`config.mk`:
```
export PLATFORM = sky130hd
export DESIGN_NAME = seq_detect_frame_ctrl
export DESIGN_NICKNAME = d
export VERILOG_FILES = /design/src/rtl/seq_detect_frame_ctrl.sv
export SDC_FILE = /design/constraint.sdc
export NUM_CORES = 1
export LEC_CHECK = 0
export CAP_MARGIN = 20
export CORE_AREA = 2 2 55 96
export CTS_BUF_LIST = sky130_fd_sc_hd__clkbuf_8
export DETAILED_ROUTE_END_ITERATION = 6
export DIE_AREA = 0 0 57 98
export GPL_TIMING_DRIVEN = 0
export PLACE_DENSITY_LB_ADDON = 0.08
export SYNTH_ARGS = -nofsm -noshare
export SYNTH_HDL_FRONTEND = slang
export SYNTH_SLANG_ARGS = --single-unit
```
`constraint.sdc`:
```
create_clock -name clk -period 3.5 [get_ports clk]
set_input_delay 0.7 -clock clk [delete_from_list [all_inputs] [get_ports clk]]
set_output_delay 0.7 -clock clk [all_outputs]
set_load 0.1 [all_outputs]
```
`src/rtl/seq_detect_frame_ctrl.sv`:
```
// Frame controller that serializes valid/ready words MSB-first onto a serial "0110" detector and counts hits per frame.
// Optional macro SEQ_CTRL_HITPOS_EN adds the first_hit_pos output.
module seq_detect_frame_ctrl #(
  parameter int WORD_W = 8,
  parameter int CNT_W  = 8,
  parameter int POS_W  = 16
) (
  input  logic              clk,
  input  logic              reset,
  input  logic              s_valid,
  output logic              s_ready,
  input  logic [WORD_W-1:0] s_data,
  input  logic              s_last,
  output logic              det_clr,
  output logic              det_bit,
  input  logic              det_hit,
  output logic              frame_done,
  output logic [CNT_W-1:0]  frame_hits,
  output logic              frame_err,
`ifdef SEQ_CTRL_HITPOS_EN
  output logic [POS_W-1:0]  first_hit_pos,
`endif
  output logic [2:0]        dbg_state
);

  // Handshake: a word moves when s_valid && s_ready on a rising edge; s_ready never depends on s_valid.
  localparam logic [2:0] IDLE  = 3'd0;
  localparam logic [2:0] SHIFT = 3'd1;
  localparam logic [2:0] DRAIN = 3'd2;
  localparam logic [2:0] DONE  = 3'd3;
  localparam logic [2:0] FLUSH = 3'd4;

  localparam int BC_W = $clog2(WORD_W);
  localparam logic [BC_W-1:0] BC_LAST = BC_W'(WORD_W - 1);

  logic [2:0]        state_q, state_d;
  logic [WORD_W-1:0] shift_q, shift_d;
  logic              shift_last_q, shift_last_d;
  logic [WORD_W-1:0] hold_q, hold_d;
  logic              hold_last_q, hold_last_d;
  logic              hold_full_q, hold_full_d;
  logic [BC_W-1:0]   bit_cnt_q, bit_cnt_d;
  logic [POS_W-1:0]  pos_q, pos_d;
  logic [CNT_W-1:0]  cnt_q, cnt_d;
  logic              err_q, err_d;
  logic              bit_q, bit_d;

  logic hs, hit_ok, word_end, last_acc;

  assign hs       = s_valid && s_ready;
  assign hit_ok   = det_hit && bit_q;
  assign word_end = (state_q == SHIFT) && (bit_cnt_q == BC_LAST);
  assign last_acc = shift_last_q || (hold_full_q && hold_last_q);

  always_comb begin
    s_ready = 1'b0;
    case (state_q)
      IDLE, FLUSH: s_ready = reset;
      SHIFT:       s_ready = reset && !hold_full_q && !last_acc;
      default:     s_ready = 1'b0;
    endcase
  end

  // The detector is held clear whenever no frame is being shifted, including during reset.
  assign det_clr    = !reset || (state_q == IDLE) || (state_q == DONE) || (state_q == FLUSH);
  assign det_bit    = reset && (state_q == SHIFT) && shift_q[WORD_W-1];
  assign frame_done = reset && (state_q == DONE);
  assign frame_hits = cnt_q;
  assign frame_err  = err_q;
  assign dbg_state  = state_q;

  always_comb begin
    state_d      = state_q;
    shift_d      = shift_q;
    shift_last_d = shift_last_q;
    hold_d       = hold_q;
    hold_last_d  = hold_last_q;
    hold_full_d  = hold_full_q;
    bit_cnt_d    = bit_cnt_q;
    pos_d        = pos_q;
    cnt_d        = cnt_q;
    err_d        = err_q;
    bit_d        = (state_q == SHIFT);

    if (hit_ok && (cnt_q != '1)) cnt_d = cnt_q + CNT_W'(1);

    case (state_q)
      IDLE: begin
        if (hs) begin
          shift_d      = s_data;
          shift_last_d = s_last;
          bit_cnt_d    = '0;
          pos_d        = '0;
          cnt_d        = '0;
          err_d        = 1'b0;
          state_d      = SHIFT;
        end
      end
      SHIFT: begin
        shift_d   = shift_q << 1;
        bit_cnt_d = bit_cnt_q + BC_W'(1);
        pos_d     = (pos_q == '1) ? pos_q : pos_q + POS_W'(1);
        if (word_end) begin
          if (shift_last_q) begin
            state_d = DRAIN;
          end else if (hold_full_q) begin
            shift_d      = hold_q;
            shift_last_d = hold_last_q;
            hold_full_d  = 1'b0;
            bit_cnt_d    = '0;
          end else if (hs) begin
            shift_d      = s_data;
            shift_last_d = s_last;
            bit_cnt_d    = '0;
          end else begin
            err_d   = 1'b1;
            state_d = DRAIN;
          end
        end else if (hs) begin
          hold_d      = s_data;
          hold_last_d = s_last;
          hold_full_d = 1'b1;
        end
      end
      DRAIN: state_d = DONE;
      DONE: begin
        hold_full_d = 1'b0;
        state_d     = (err_q && !last_acc) ? FLUSH : IDLE;
      end
      FLUSH: begin
        if (hs && s_last) state_d = IDLE;
      end
      default: state_d = IDLE;
    endcase
  end

  always_ff @(posedge clk) begin
    if (!reset) begin
      state_q      <= IDLE;
      shift_q      <= '0;
      shift_last_q <= 1'b0;
      hold_q       <= '0;
      hold_last_q  <= 1'b0;
      hold_full_q  <= 1'b0;
      bit_cnt_q    <= '0;
      pos_q        <= '0;
      cnt_q        <= '0;
      err_q        <= 1'b0;
      bit_q        <= 1'b0;
    end else begin
      state_q      <= state_d;
      shift_q      <= shift_d;
      shift_last_q <= shift_last_d;
      hold_q       <= hold_d;
      hold_last_q  <= hold_last_d;
      hold_full_q  <= hold_full_d;
      bit_cnt_q    <= bit_cnt_d;
      pos_q        <= pos_d;
      cnt_q        <= cnt_d;
      err_q        <= err_d;
      bit_q        <= bit_d;
    end
  end

`ifdef SEQ_CTRL_HITPOS_EN
  // A hit reports the bit emitted in the previous cycle, hence pos_q - 1.
  logic [POS_W-1:0] first_pos_q, first_pos_d;

  always_comb begin
    first_pos_d = first_pos_q;
    if ((state_q == IDLE) && hs) first_pos_d = '1;
    else if (hit_ok && (cnt_q == '0)) first_pos_d = pos_q - POS_W'(1);
  end

  always_ff @(posedge clk) begin
    if (!reset) first_pos_q <= '1;
    else        first_pos_q <= first_pos_d;
  end

  assign first_hit_pos = first_pos_q;
`endif

endmodule
```
==> summary.md, run 1 <==
| Metric | Value |
|---|---|
| Synth cell types | 50 |
| Cell-internal power | 625.1 uW |
| Num CTS Buffers | 5 |
| Max Cap Viol | 0 |
| First-pass GRT wire length | 8155 um |
| CP Launch Type | input pin |
| Worst Tran Pin Value | 0.9701 ns |
| Residual DRC | 0 |
| Post-synthesis xor/xnor area fraction | 2.836% |
| CTS sink cnt | 35 |
| HPWL after DPL | approximately 3500 um |
| Vias | 1663 |
| Antenna Cells | 0 |
| Simple-Gate Fraction of Synth Area | 22.48% |
| Sequential cell area | 700.7 um^2 |
| Slew margin rel. | 35.13% |
| Critical path required time | about 2.8 ns |
| Compound-cell area share of the yosys netlist | 20.12% |
| Syn avg cell area | 8.866 um^2 |
| Slew Viols, Final | 0 |
| Power Density | around 380 nW/um^2 |
| Hold_sp | hold_q[6]$_SDFFE_PN0P_ |
| Finished Core Util | 47.08% |
| Total GRT Usage | 18.57% |
| Worst-skew pair later-pin latency | a little under 0.3 ns |
| Register area share after synthesis | 37.81% |
| CTS resizes | 0 |
| Vias per std cell | 5.599 |
| Final setup viols | 0 |
| Status | finished clean |
| WHS | 0.4484 ns |
| Grt ovf | 0 |
| Die Span X | around 57 um |
| Slowest CP cell | clkdlybuf4s50_1 |
| RR Startpoint | bit_cnt_q[0]$_SDFFE_PN0P_ |
| Remaining antenna violation count after routing | 0 |
| Skew final | 0.003604 ns |
| Fmax | about 300 MHz |
| CTS tree | yes |
| Cell Chain, Critical Path | buf_4 > inv_2 > clkbuf_1 > nor3_2 > clkdlybuf4s50_1 |
| Most frequent cells in the layout | dfxtp_1, clkdlybuf4s50_1, nand2_1 |
| Mux cell area share after synthesis | 9.723% |
| Commonest non-fill, non-tap cell in the layout | dfxtp_1 |
| RSZ-0062 raised after global routing | no |
| Pre-CTS setup slack | 0.1369 ns |
| Clock power frac | 34.8% |
| Sequential share of power | 48.7% |
| Chip Height | about 98 um |
| RePlAce Congestion | roughly 0.77 |
| Vias in the first global route | 1699 |
| Max incr delay on CP | 1.15 ns |
| Area post-placement | 2196 um^2 |
| Post-Syn Area | 1853 um^2 |
| Top FF cell, synth | dfxtp_1 |
| Synthesis-to-finish area growth | 23.23% |
| Detailed Route WL | 4765 um |
| EDFF count, synth | 0 |
| Switch share | 27.77% |
| # hold bufs at CTS | 0 |
| Final nets | 259 |
| Critical Path Fanout Max | 10 |
| Critical path class | in -> out |
| Fin Setup TNS | 0 ns |
| Register-to-register setup slack | about 1.7 ns |
| Synthesized instance count | approximately 210 |
| Net Count, Synth | approximately 230 |
| Final Cycle Share | 95.98% |
| Die footprint | 5586 um^2 |
| Dpl cells | a little under 300 |
| Sw power | 240.4 uW |
| P_leak | approximately 0.86 nW |
| Layout cell share with drive strength beyond 1 | between 10% and 20% |
| Final Hold Viols | 0 |
| Critical path data arrival time | 2.66 ns |
| # fillers | about 510 |
| Core ar. | between 4000 and 5000 um^2 |
| #FFs+latches synth | 35 |
| Fin cells | 297 |
| Share of total power in combinational logic | 16.5% |
| DR iter-0 viols | 42 |
| Asr flop ratio synth | 0% |
| Yosys warns | 0 |
| Hold/Removal Path Class | reg -> reg |
| Total power draw | 865.5 uW |
| Tmin final | 3.359 ns |
| Post-route setup slack | ~0.14 ns |
| Maximum vdd drop | 0.2441 mV |
| Antenna violations before repair | 0 |
| H-Tree Depth | 2 |
| Largest net degree at the start of global routing | 11 |
| Port Buf Inserts | 27 |
| Adder-cell share of the synthesized area | 2.026% |
| CTS root buf | clkbuf_8 |
| IO Pins | 29 |
| Starting Density | approximately two fifths |
| Clock slew at reported path FFs | approximately 0.070 ns |
| Post-CTS Setup Bufs | 0 |
| CTS max path bufs | 2 |
| Crit path launch | reset |
| FP Rows | 34 |
| Design area | 2283 um^2 |
| Area of the multi-input gates | 1065 um^2 |
| Largest family of logic cells by synthesized area | simple AND/OR/NAND/NOR gates |
| Kind of end point of the critical path | primary output |
| WL/cell | about 16 um |
| DRT Pass-1 Iters | 4 |
-- registers in the layout, summed over array words and instances (netlist names) --
| signal | cells |
|---|---|
| bit_cnt_q | 3 |
| bit_q | 1 |
| dbg_state | 3 |
| frame_err | 1 |
| frame_hits | 8 |
| hold_full_q | 1 |
| hold_last_q | 1 |
| hold_q | 8 |
| shift_last_q | 1 |
| shift_q | 8 |
-- power groups by stage --
stage | clock (mW) | combinational (mW) | sequential [mW]
finish | 0.301 | 0.143 | 0.421
global route | 0.323 | 0.155 | 0.423
CTS | 0.311 | 0.144 | 0.421
detailed placement | 0 | 0.144 | 0.430
global placement | 0 | 0.143 | 0.430
floorplan | 0 | 0.0903 | 0.438
-- cell families after synthesis --
family                   Yosys count
flip-flops                        35
XOR/XNOR                           6
AO/OA/AOI/OAI                     55
adder cells (fa/ha/maj)            3
AND/OR/NAND/NOR                   78
buffers and inverters             15
multiplexers                      17
-- synthesized netlist by cell type, drive strengths merged (3+ instances only) --
cell type	instances	area, um^2
nand3	6	30.03
nor3b	3	50.05
o21ai	7	35.03
mux2	8	90.09
nor2b	6	40.04
xnor2	3	26.28
a22oi	4	30.03
clkbuf	4	15.01
xor2	3	26.28
nor2	18	70.07
and3	3	18.77
dfxtp	35	700.7
o22ai	6	37.54
a31oi	4	25.02
nor3	4	20.02
nand2	25	93.84
mux2i	9	90.09
ha	3	37.54
a21oi	17	88.84
buf	9	70.07
-- metal layers --
| layer | share of wire (%) | track usage [%] |
|---|---|---|
| met1 | 38 | 19.84 |
| met2 | 54 | 34.13 |
| met3 | 3.8 | 2.914 |
| met4 | 3.7 | 8.945 |
| met5 | 0 | 0 |
-- worst max-delay path: cells and delay by family --
kind	cells	cell delay [ns]
simple gates	1	0.22
buf+inv	4	1.72
-- final cells by class --
class | count | area share [%]
Buffer | 13 | 3.726
Clock buffer | 6 | 3.616
Clock inverter | 1 | 0.2192
Inverter | 2 | 0.3288
Multi-Input combinational cell | 159 | 46.63
Sequential cell | 35 | 30.68
Tap cell | 54 | 2.959
Timing Repair Buffer | 27 | 11.84
-- path summary, 6_finish.rpt --
| kind | endpoint | cells after the start |
|---|---|---|
| worst min-delay path | hold_q[6]$_SDFFE_PN0P_ | 2 |
| worst max register to register | shift_q[1]$_SDFFE_PN0P_ | 7 |
| worst min register to register | hold_q[6]$_SDFFE_PN0P_ | 2 |
| worst max-delay path | s_ready | 5 |
(Power assumes the default switching activity.)
==> inputs of run 2 (changes only) <==
--- a/config.mk
+++ b/config.mk
@@ -6,10 +6,10 @@
 export NUM_CORES = 1
 export LEC_CHECK = 0
 export CAP_MARGIN = 20
-export CORE_AREA = 2 2 55 96
+export CORE_AREA = 2 2 85 62
 export CTS_BUF_LIST = sky130_fd_sc_hd__clkbuf_8
 export DETAILED_ROUTE_END_ITERATION = 6
-export DIE_AREA = 0 0 57 98
+export DIE_AREA = 0 0 87 64
 export GPL_TIMING_DRIVEN = 0
 export PLACE_DENSITY_LB_ADDON = 0.08
 export SYNTH_ARGS = -nofsm -noshare
==> run 2 against run 1 <==
Maximum frequency increased by 1.3%. Global-route usage barely moved. Utilization is 2.2 points higher. Highest routed layer unchanged. Setup slack gained 0.043 ns. Routed wire length is 3.0% lower. Clock skew increased by 0.0045 ns. Largest power group unchanged. Die area down 0.32%. Total power grew 8.8%.
==> summary.md, run 2 (synthesis results as in run 1) <==
| Metric | Value |
|---|---|
| Status | finished clean |
| DRT Pass-1 Iters | 4 |
| Slowest CP cell | clkdlybuf4s50_1 |
| Finished Core Util | 49.27% |
| WHS | 0.4542 ns |
| Hold/Removal Path Class | reg -> reg |
| Highest Signal Layer | met4 |
| H-Tree Depth | 2 |
| Fin Setup TNS | 0 ns |
| Critical Path Fanout Max | 10 |
| Core ar. | 4703 um^2 |
| Total power draw | roughly 940 uW |
| Final nets | 259 |
| Kind of cell adding the most delay to the critical path | buffers and inverters |
| Largest net degree at the start of global routing | 12 |
| FP Rows | 21 |
| Final Cycle Share | 94.74% |
| Tmin final | 3.316 ns |
| Power Density | 406.4 nW/um^2 |
| Grt ovf | 0 |
| Slew Viols, Final | 0 |
| Total GRT Usage | 18.57% |
| Max incr delay on CP | 1.15 ns |
| Most frequent cells in the layout | dfxtp_1, clkdlybuf4s50_1, nand2_1 |
| Worst Tran Pin Value | 0.9685 ns |
| Cell Chain, Critical Path | buf_4 > inv_2 > clkbuf_1 > nor3_2 > clkdlybuf4s50_1 |
| RSZ-0062 raised after global routing | no |
| Max Cap Viol | 0 |
| RePlAce Congestion | about 0.81 |
| Num CTS Buffers | 5 |
| Vias per std cell | about 5.4 |
| Maximum vdd drop | 0.1799 mV |
| DR iter-0 viols | 108 |
| Detailed Route WL | 4623 um |
| Chip Height | 64 um |
| CTS tree | yes |
| CTS sink cnt | 35 |
| P_leak | between 0.8 and 0.9 nW |
| Critical path class | in -> out |
| Dpl cells | between 200 and 300 |
| Residual DRC | 0 |
| Commonest non-fill, non-tap cell in the layout | dfxtp_1 |
| Kind of end point of the critical path | primary output |
| Remaining antenna violation count after routing | 0 |
| CTS resizes | 0 |
| CTS max path bufs | 2 |
| Fmax | 301.6 MHz |
| First-pass GRT wire length | 7976 um |
| Starting Density | 39.40% |
| IO Pins | 29 |
| Clock slew at reported path FFs | 0.08 ns |
| Vias in the first global route | 1561 |
| Metal2 WL | 1809 um |
| WL/cell | 15.36 um |
| # hold bufs at CTS | 0 |
| Antenna Cells | 0 |
| Die Span X | between 80 and 90 um |
| Slew margin rel. | 35.23% |
| Layout cell share with drive strength beyond 1 | 14.75% |
| Worst-skew pair later-pin latency | 0.29 ns |
| CP Launch Type | input pin |
| HPWL after DPL | 3328 um |
| Final Hold Viols | 0 |
| Port Buf Inserts | 27 |
| Die footprint | around 5600 um^2 |
| Synthesis-to-finish area growth | 25.05% |
| Critical path required time | 2.80 ns |
| Final setup viols | 0 |
| Antenna violations before repair | 0 |
| Fin cells | between 300 and 400 |
| Critical path data arrival time | around 2.6 ns |
| Post-CTS Setup Bufs | 0 |
| Vias | 1618 |
| Met3 Routed Length | 279 um |
| Skew final | 0.008140 ns |
| WP buf/inv | 4 |
| CTS root buf | clkbuf_8 |
| WL met1 | 2516 um |
run 2: changes by cell type in the layout (fill, tap and decap cells not counted), sizes merged:
cell / change
bufinv: +1
run 2: cell type report:
type | count | area (um^2)
multi-input combinational | 159 | 1065
inverter | 2 | 7.507
sequential | 35 | 700.7
buffer | 13 | 85.08
fill | 462 | 2386
timing repair buffer | 27 | 270.3
clock inverter | 2 | 35.03
clock buffer | 6 | 82.58
tap | 57 | 71.32
run 2: path summary, 6_finish.rpt:
check	start	endpoint	slack, ns	depth (start not counted)
setup / recovery	reset	s_ready	0.18	5
hold / removal	hold_q[1]$_SDFFE_PN0P_	hold_q[1]$_SDFFE_PN0P_	0.45	2
setup reg to reg	bit_cnt_q[0]$_SDFFE_PN0P_	shift_q[3]$_SDFFE_PN0P_	1.70	7
hold reg to reg	hold_q[1]$_SDFFE_PN0P_	hold_q[1]$_SDFFE_PN0P_	0.45	2
run 2: per-layer routing:
layer / up-vias / GRT usage, %
met3: 2 / 5.426
met2: 36 / 24.81
met4: 0 / 3.516
li1: 834 / -
met1: 746 / 29.02
met5: - / 0
run 2: worst reg2reg max path, stage by stage, from the launching register on:
cell and delay (ns):
dfxtp_1 0.33, ha_1 0.20, ha_1 0.25, nor3b_2 0.19
nand3b_1 0.18, buf_6 0.20, mux2i_1 0.22, o22ai_1 0.09
run 2: per-stage QoR:
step | setup slack, ns | area (um^2)
after detailed placement | 0.1870 | 2200
after global routing | 0.1063 | 2317
after floorplan | 0.02846 | 1858
final | 0.1842 | 2317
after CTS | 0.1783 | 2317
after global placement | 0.1656 | 2200
run 2: where the power goes:
group	internal, mW	switching (mW)
logic	0.0578	0.0839
clock network	0.230	0.148
registers	0.413	0.00836
total	0.701	0.241
==> inputs of run 3 (changes only) <==
--- a/config.mk
+++ b/config.mk
@@ -6,10 +6,10 @@
 export NUM_CORES = 1
 export LEC_CHECK = 0
 export CAP_MARGIN = 20
-export CORE_AREA = 2 2 85 62
+export CORE_AREA = 2 2 66 80
 export CTS_BUF_LIST = sky130_fd_sc_hd__clkbuf_8
 export DETAILED_ROUTE_END_ITERATION = 6
-export DIE_AREA = 0 0 87 64
+export DIE_AREA = 0 0 68 82
 export GPL_TIMING_DRIVEN = 0
 export PLACE_DENSITY_LB_ADDON = 0.08
 export SYNTH_ARGS = -nofsm -noshare
==> run 3 against run 2 <==
Utilization is 0.95 points lower. Design area is 0.81% higher. Global-route usage is 0.71 points lower. Worst hold slack worse by 0.0037 ns. First-iteration DRC count is 58% lower. Maximum frequency is 0.14% lower.
==> summary.md, run 3 (synthesis results as in run 1) <==
| Metric | Value |
|---|---|
| Final Cycle Share | 94.87% |
| WP buf/inv | 4 |
| End of the critical path | s_ready |
| Reg2reg path depth | 7 |
| Worst-skew pair later-pin latency | 0.29 ns |
| Antenna violations before repair | 0 |
| CTS resizes | 0 |
| Worst Tran Pin Value | 0.9643 ns |
| FP Rows | 28 |
| Most frequent cells in the layout | dfxtp_1, clkdlybuf4s50_1, nand2_1 |
| Reg2reg end | shift_q[4]$_SDFFE_PN0P_ |
| CP Launch Type | input pin |
| RSZ-0062 raised after global routing | no |
| Port Buf Inserts | 27 |
| Kind of end point of the critical path | primary output |
| RR Startpoint | bit_cnt_q[0]$_SDFFE_PN0P_ |
| IO Pins | 29 |
| Clock slew at reported path FFs | 0.07 ns |
| Post-CTS Setup Bufs | 0 |
| Fmax | 301.2 MHz |
| Critical path data arrival time | 2.62 ns |
| Status | finished clean |
| Critical path class | in -> out |
| WL/cell | 14.43 um |
| Remaining antenna violation count after routing | 0 |
| Chip Height | 82 um |
| Design area | 2336 um^2 |
| Final nets | roughly 260 |
| HPWL after DPL | 3231 um |
| Grt ovf | 0 |
| RePlAce Congestion | roughly 0.84 |
| Skew final | 0.006310 ns |
| Starting Density | roughly two fifths |
| Maximum vdd drop | ~0.23 mV |
| H-Tree Depth | 2 |
| Vias in the first global route | 1562 |
| Cell Chain, Critical Path | buf_4 > inv_2 > clkbuf_1 > nor3_2 > clkdlybuf4s50_1 |
| Fin Setup TNS | 0 ns |
| Core ar. | 4835 um^2 |
| Max incr delay on CP | 1.15 ns |
| First-pass GRT wire length | 7431 um |
| Tmin final | 3.321 ns |
| Residual DRC | 0 |
| CTS root buf | clkbuf_8 |
| Commonest non-fill, non-tap cell in the layout | dfxtp_1 |
| Slew Viols, Final | 0 |
| WHS | 0.4505 ns |
| Power Density | 423.6 nW/um^2 |
| Die Span X | 68 um |
| CTS max path bufs | 2 |
| CTS tree | yes |
| DR iter-0 viols | 45 |
| Hold/Removal Path Class | reg -> reg |
| Crit path launch | reset |
| Die footprint | 5576 um^2 |
| Area post-placement | between 2000 and 2500 um^2 |
| Register-to-register setup slack | between 1.5 and 2 ns |
| Largest net degree at the start of global routing | 12 |
| Synthesis-to-finish area growth | 26.06% |
| Worst path depth | 5 |
| # hold bufs at CTS | 0 |
| DRT Pass-1 Iters | 4 |
| Final setup viols | 0 |
| Detailed Route WL | 4388 um |
| Num CTS Buffers | 5 |
| Final Hold Viols | 0 |
| Antenna Cells | 0 |
| Vias per std cell | 5.401 |
| Layout cell share with drive strength beyond 1 | 14.34% |
| Max Cap Viol | 0 |
| Critical Path Fanout Max | 10 |
| Kind of cell adding the most delay to the critical path | buffers and inverters |
| CTS sink cnt | 35 |
| Total GRT Usage | 17.86% |
| Slowest CP cell | clkdlybuf4s50_1 |
| Vias | 1642 |
| Slew margin rel. | 35.51% |
| P_leak | just under 0.9 nW |
| Critical path required time | 2.80 ns |
[run 3: cell count changes in the layout (fill, tap and decap cells not counted)]
cell | before | now
clkbuf_8 | 6 | 5
clkinv_2 | 1 | 0
inv_1 | 1 | 2
bufinv_16 | 1 | 2
[run 3: layout make-up]
| class | count | area [um^2] |
|---|---|---|
| buffer | 13 | 85.08 |
| clock buffer | 5 | 68.82 |
| clock inverter | 3 | 63.81 |
| fill | 490 | 2499 |
| inverter | 2 | 7.507 |
| multi-input combinational | 159 | 1065 |
| sequential | 35 | 700.7 |
| tap | 60 | 75.07 |
| timing repair buffer | 27 | 270.3 |
[run 3: metal layers]
| layer | GRT usage [%] | wire length (um) |
|---|---|---|
| met5 | 0 | 0 |
| met1 | 21.78 | 1928 |
| met4 | 6.000 | 68 |
| met3 | 4.384 | 217 |
| met2 | 30.29 | 2173 |
[run 3: tightest hold or removal path: stages, from the launching register on]
cell     delay, ns
dfxtp_1       0.31
nand2_1       0.05
a21oi_1       0.05
[run 3: power breakdown]
| part | leakage [nW] | internal (mW) | switching [mW] |
|---|---|---|---|
| Combinational | 0.528 | 0.0577 | 0.0821 |
| Clock | 0.0695 | 0.282 | 0.146 |
| Sequential | 0.285 | 0.413 | 0.00880 |
| Total | 0.882 | 0.752 | 0.237 |
[run 3: worst min-delay path by stage]
stage / from / end / slack [ns] / depth (start not counted)
final: hold_q[1]$_SDFFE_PN0P_ / hold_q[1]$_SDFFE_PN0P_ / 0.45 / 2
after global placement: hold_q[0]$_SDFFE_PN0P_ / hold_q[0]$_SDFFE_PN0P_ / 0.44 / 2
after global routing: hold_q[6]$_SDFFE_PN0P_ / hold_q[6]$_SDFFE_PN0P_ / 0.48 / 2
after floorplan: hold_q[1]$_SDFFE_PN0P_ / hold_q[1]$_SDFFE_PN0P_ / 0.43 / 2
after detailed placement: hold_q[3]$_SDFFE_PN0P_ / hold_q[3]$_SDFFE_PN0P_ / 0.44 / 2
after CTS: hold_q[1]$_SDFFE_PN0P_ / hold_q[1]$_SDFFE_PN0P_ / 0.46 / 2
[run 3: metrics by stage]
stage               instances  power, mW  utilization (%)  setup WS [ns]
finish                    304     0.9896            48.32         0.1795
global route              304      1.032            48.32        0.07722
CTS                       304      1.004            48.32         0.1582
detailed placement        296     0.5713            45.57         0.1586
global placement          296     0.5711            45.57         0.1638
floorplan                 209     0.5281                -        0.02846
==> variant 1: new RTL, flow settings as in run 1 <==
`CNT_W`: 8 -> 10.
--- a/src/rtl/seq_detect_frame_ctrl.sv
+++ b/src/rtl/seq_detect_frame_ctrl.sv
@@ -2,7 +2,7 @@
 // Optional macro SEQ_CTRL_HITPOS_EN adds the first_hit_pos output.
 module seq_detect_frame_ctrl #(
   parameter int WORD_W = 8,
-  parameter int CNT_W  = 8,
+  parameter int CNT_W  = 10,
   parameter int POS_W  = 16
 ) (
   input  logic              clk,
Interface: changed (resized frame_hits); port bits go from 29 to 31. No check against the original RTL was run, so the function may have changed too.
==> variant 1 against run 1 <==
  * Cell count rose by 5.7%
  * Final area rose by 5.8%
  * Setup slack improved by 0.0042 ns
  * Area after synthesis rose by 3.7%
  * First-iteration DRC count fell by 2.4%
  * Synthesized cell count rose by 6.7%
  * Clock power rose by 47%
  * Power rose by 19%
  * Routed wire length rose by 7.2%
  * Sequential cell count rose by 2
  * Sequential share of layout area barely moved
  * Die area did not move
  * Via count rose by 9.5%
  * Critical endpoint is now frame_done
  * Largest cell class unchanged
==> variant 1: results (changes against run 1) <==
metric,value,unit,change
crit path from,dbg_state[1]$_SDFFE_PN0P_,,
sequential-to-total area share from yosys stat,38.5,%,+0.73 points
share of layout cells above drive strength 1,8.08,%,-6.3 points
Worst-Margin Slew,0.969,ns,-0.00156 ns
overall routing resource usage,19.3,%,+0.72 points
clock transition at the registers of the reported paths,0.07,ns,about the same
Synth Instances,223,,+6.7%
hold path depth,2,,unchanged
max reg flops,10,,
DPL Wire Length,3830,µm,+8.5%
largest net degree at the start of global routing,13,,+2
most frequent cells after synthesis,"37 x dfxtp_1, 28 x nor2_1, 13 x a21oi_1",,
flop2flop setup slack,1.61,ns,-0.08 ns
RR Endpoint,shift_q[5]$_SDFFE_PN0P_,,
peak supply drop,306,µV,+25%
number of diodes,0,,unchanged
CP max FO,10,,unchanged
leakage power,0.849,nW,-1.3%
first-pass GRT wire length,8390,µm,+2.9%
Clock Skew,0.0104,ns,+0.00680 ns
Synth cell types,50,,unchanged
DRT iter0 DRCs,41,,-2.4%
asr flop ratio synth,0,%,unchanged
Synth area leaders,"dfxtp_1 39%, nor2_1 5.5%, mux2i_1 5.2%, nand2b_1 3.6%, a21oi_1 3.4%",,
Vias,1821,,+9.5%
WL/cell,16.3,µm,+1.4%
Worst Path Arrival,2.66,ns,about the same
Worst Setup EP,frame_done,,
Crit Reg-Reg Startpoint,bit_cnt_q[0]$_SDFFE_PN0P_,,
Syn Nets,239,,+6.2%
"Primary FF master, synth",dfxtp_1,,
worst-skew pair later-pin latency,0.30,ns,
fillcell total,519,,+1.6%
clock buffer depth,2,,unchanged
yosys warns,0,,unchanged
run status,completed,,
GPL Wtd Cong,0.787,,+2.4%
PortBufs,29,,+7.4%
fin cells,314,,+5.7%
number of antenna violations at the first check in global routing,0,,unchanged
drt pass-1 iters,4,,unchanged
worst min path class,reg2reg,,
final net count,275,,+6.2%
R2R depth,6,,-1
CTS buffer count,5,,unchanged
Root Buffer,clkbuf_8,,
H-tree depth,2,,unchanged
MaxCap Viol Count,0,,unchanged
-- variant 1: cell types whose count changed after synthesis, sizes merged, moves of 6 or more --
| cell | change |
|---|---|
| a2111oi | +6 |
| o31ai | +7 |
| nand2 | -14 |
| nor2 | +10 |
| mux2 | -7 |
| nand2b | +9 |
-- variant 1: how the worst min path moves through the flow --
stage                           startpoint                endpoint  slack (ns)
floorplan           hold_q[7]$_SDFFE_PN0P_  hold_q[7]$_SDFFE_PN0P_        0.45
global placement    hold_q[2]$_SDFFE_PN0P_  hold_q[2]$_SDFFE_PN0P_        0.47
detailed placement  hold_q[2]$_SDFFE_PN0P_  hold_q[2]$_SDFFE_PN0P_        0.48
CTS                 hold_q[2]$_SDFFE_PN0P_  hold_q[2]$_SDFFE_PN0P_        0.50
global route        hold_q[2]$_SDFFE_PN0P_  hold_q[2]$_SDFFE_PN0P_        0.51
finish              hold_q[2]$_SDFFE_PN0P_  hold_q[2]$_SDFFE_PN0P_        0.49
-- variant 1: power breakdown --
part           internal [mW]  switching, mW
clock network          0.283          0.158
registers              0.437         0.0106
logic                 0.0535         0.0878
total                  0.774          0.256
-- variant 1: cell type report --
class	count	area share (%)
repair buffers	29	11.9
inverters	3	0.466
multi-input cells	172	46.6
flip-flops and latches	37	30.7
well taps	54	2.80
clock inverters	3	2.69
clock buffers	5	2.85
plain buffers	11	2.07
-- variant 1: critical path, cell delays in order, from the launching register on --
cell             delay, ns
dfxtp_1               0.53
clkbuf_1              0.39
nand2_1               0.17
nor2_1                0.14
clkdlybuf4s50_1       1.14
-- variant 1: stage by stage --
stage	instance area [µm²]	hold slack [ns]	setup TNS [ns]	power, mW	setup slack [ns]
6_report	2420	0.489	0	1.03	0.145
2_1_floorplan	1930	0.451	-0.0791	0.553	-0.0791
3_3_place_gp	2280	0.467	-0.131	0.599	-0.131
4_1_cts	2420	0.495	0	1.04	0.135
5_1_grt	2420	0.513	0	1.06	0.0128
3_5_place_dp	2280	0.477	-0.129	0.600	-0.129
-- variant 1: cell families after synthesis --
kind of cell               synth area share (%)
and+or+nand+nor                            25.9
xor gates and xnor gates                  0.912
adders and majority gates                  1.95
muxes                                      5.79
DFF                                        38.5
AOI/OAI and AO/OA                          23.7
buffers and inverters                      3.19
-- variant 1: timing repair --
item                       4_1_cts  5_1_grt
resized for setup                2        0
setup buffers                    0        0
setup endpoints to repair        2        0
hold buffers                     0        0
-- variant 1: routing by layer --
layer  part of all wire [%]  routed length, µm  up-vias  track usage (%)
met1                     39               2020      853             20.1
li1                       -                  -      913                -
met4                    3.5                179        0             10.2
met2                     54               2760       40             35.4
met5                      0                  0        -                0
met3                    3.0                155       15             3.31
==> variant 2: new RTL, flow settings as in run 1 <==
Made on the original files. Take the reset off `shift_q` and load it in a clocked block of its own.
--- a/src/rtl/seq_detect_frame_ctrl.sv
+++ b/src/rtl/seq_detect_frame_ctrl.sv
@@ -137,7 +137,6 @@
   always_ff @(posedge clk) begin
     if (!reset) begin
       state_q      <= IDLE;
-      shift_q      <= '0;
       shift_last_q <= 1'b0;
       hold_q       <= '0;
       hold_last_q  <= 1'b0;
@@ -149,7 +148,6 @@
       bit_q        <= 1'b0;
     end else begin
       state_q      <= state_d;
-      shift_q      <= shift_d;
       shift_last_q <= shift_last_d;
       hold_q       <= hold_d;
       hold_last_q  <= hold_last_d;
@@ -160,6 +158,10 @@
       err_q        <= err_d;
       bit_q        <= bit_d;
     end
+  end
+
+  always_ff @(posedge clk) begin
+    shift_q <= shift_d;
   end
 
 `ifdef SEQ_CTRL_HITPOS_EN
Function: same outputs for any inputs over 10 cycles, from zero or initial values and one cycle with reset low; that may be too few to reach the edited logic, so the function may still have changed.
==> variant 2 against run 1 <==
  * Setup slack got worse by 0.035 ns
  * Non-clock buffer count fell by 1
  * Routed wire length fell by 9.4%
  * Sequential cell count did not move
  * Critical endpoint is now frame_done
  * Core utilization fell by 1.8 points
  * Final area fell by 3.9%
  * Area after synthesis fell by 5.9%
  * Power rose by 15%
==> variant 2: results (changes against run 1) <==
metric,value,unit,change
critical path's largest stage delay,0.54,ns,-0.61 ns
pwr dens,454,nW/µm²,+20%
GPL Wtd Cong,0.840,,+9.3%
WL/cell,15.6,µm,-2.5%
first-pass GRT wire length,7290,µm,-11%
Vias,1520,,-8.6%
most frequent cells after synthesis,"27 x dfxtp_1, 15 x nand2_1, 15 x nor2_1",,
final net count,237,,-8.5%
HP Start,hold_q[1]$_SDFFE_PN0P_,,
Worst Path Arrival,2.69,ns,+0.03 ns
"Max stage delay cell, worst path",clkdlybuf4s18_2,,
Synth area leaders,"dfxtp_1 31%, edfxtp_1 14%, a22o_1 4.5%, o21ai_0 3.7%, nand2_1 3.2%",,
sequential-to-total area share from yosys stat,44.8,%,+7.0 points
overall routing resource usage,16.6,%,-2.0 points
Hold EP,hold_q[1]$_SDFFE_PN0P_,,
Clock Skew,0.00208,ns,-0.00152 ns
flop2flop setup slack,1.14,ns,-0.55 ns
Crit Reg-Reg Startpoint,bit_cnt_q[0]$_SDFFE_PN0P_,,
PortBufs,28,,+3.7%
leakage power,0.878,nW,+2.2%
RR Endpoint,shift_q[1]$_DFFE_PP_,,
DRT iter0 DRCs,50,,+19%
peak supply drop,249,µV,+1.8%
fillcell total,499,,-2.3%
H-tree depth,2,,unchanged
Root Buffer,clkbuf_8,,
slew margin rel.,27.8,%,-7.3 points
Syn Nets,202,,-10%
R2R depth,5,,-2
run status,completed,,
DPL Wire Length,3330,µm,-5.7%
worst hold slack,0.464,ns,+0.0153 ns
Synth cell types,48,,-4.0%
share of layout cells above drive strength 1,9.01,%,-5.4 points
vias in the first global route,1562,,-8.1%
drt pass-1 iters,7,,+3
"EDFF count, synth",8,,+8
-- variant 2: report_power, final --
part	leakage (nW)	switching, mW	internal (mW)	total, mW
clock	0.0557	0.137	0.177	0.313
sequential	0.296	0.0164	0.449	0.466
combinational	0.527	0.143	0.0752	0.218
-- variant 2: cell type report --
| class | count | share of cell area, % |
|---|---|---|
| clock buffers | 7 | 4.39 |
| well taps | 54 | 3.08 |
| inverters | 6 | 1.03 |
| multi-input cells | 134 | 40.8 |
| clock inverters | 1 | 0.171 |
| flip-flops and latches | 35 | 35.6 |
| plain buffers | 11 | 2.39 |
| repair buffers | 28 | 12.6 |
-- variant 2: repair_timing --
action                                  in CTS  in global routing
setup buffers                                0                  0
endpoints found under the setup margin       3                  2
gates resized for setup                      9                  3
cloned                                       0                  0
-- variant 2: cell families (layout without fill, tap and decap cells) --
logic type,count (synthesis),count (layout),synth area share (%)
flip-flops,35,35,44.8
AND/OR/NAND/NOR,74,74,23.8
AO/OA/AOI/OAI,49,49,20.6
adder cells (fa/ha/maj),3,3,2.15
XOR/XNOR,3,3,1.51
buffers and inverters,17,53,4.23
multiplexers,5,5,2.94
-- variant 2: worst max-delay path by stage --
stage,depth (start not counted),to,start,slack [ns]
2_1_floorplan,3,s_ready,reset,0.33
3_3_place_gp,5,s_ready,reset,-0.67
3_5_place_dp,5,s_ready,reset,-0.66
4_1_cts,5,s_ready,reset,0.06
5_1_grt,5,frame_done,reset,0.009
6_report,5,frame_done,reset,0.11
-- variant 2: worst max-delay path: cells and delay by family --
family                 cells  cell delay [ns]
buffers and inverters      4             1.78
and+or+nand+nor            1             0.20
-- variant 2: layer usage --
layer	routed length (µm)	GRT usage (%)
met2	2460	29.8
met1	1590	17.9
met3	168	3.31
met4	93	8.23
met5	0	0
-- variant 2: through the flow --
step	area, µm²	std cells	worst slack (ns)	utilization (%)	total power, mW
finish	2190	276	0.105	45.3	0.997
global route	2190	276	0.00859	45.3	1.05
CTS	2200	276	0.0584	45.3	1.01
detailed placement	2100	268	-0.660	43.2	0.697
global placement	2100	268	-0.669	43.2	0.692
floorplan	1750	186	0.327	-	0.631
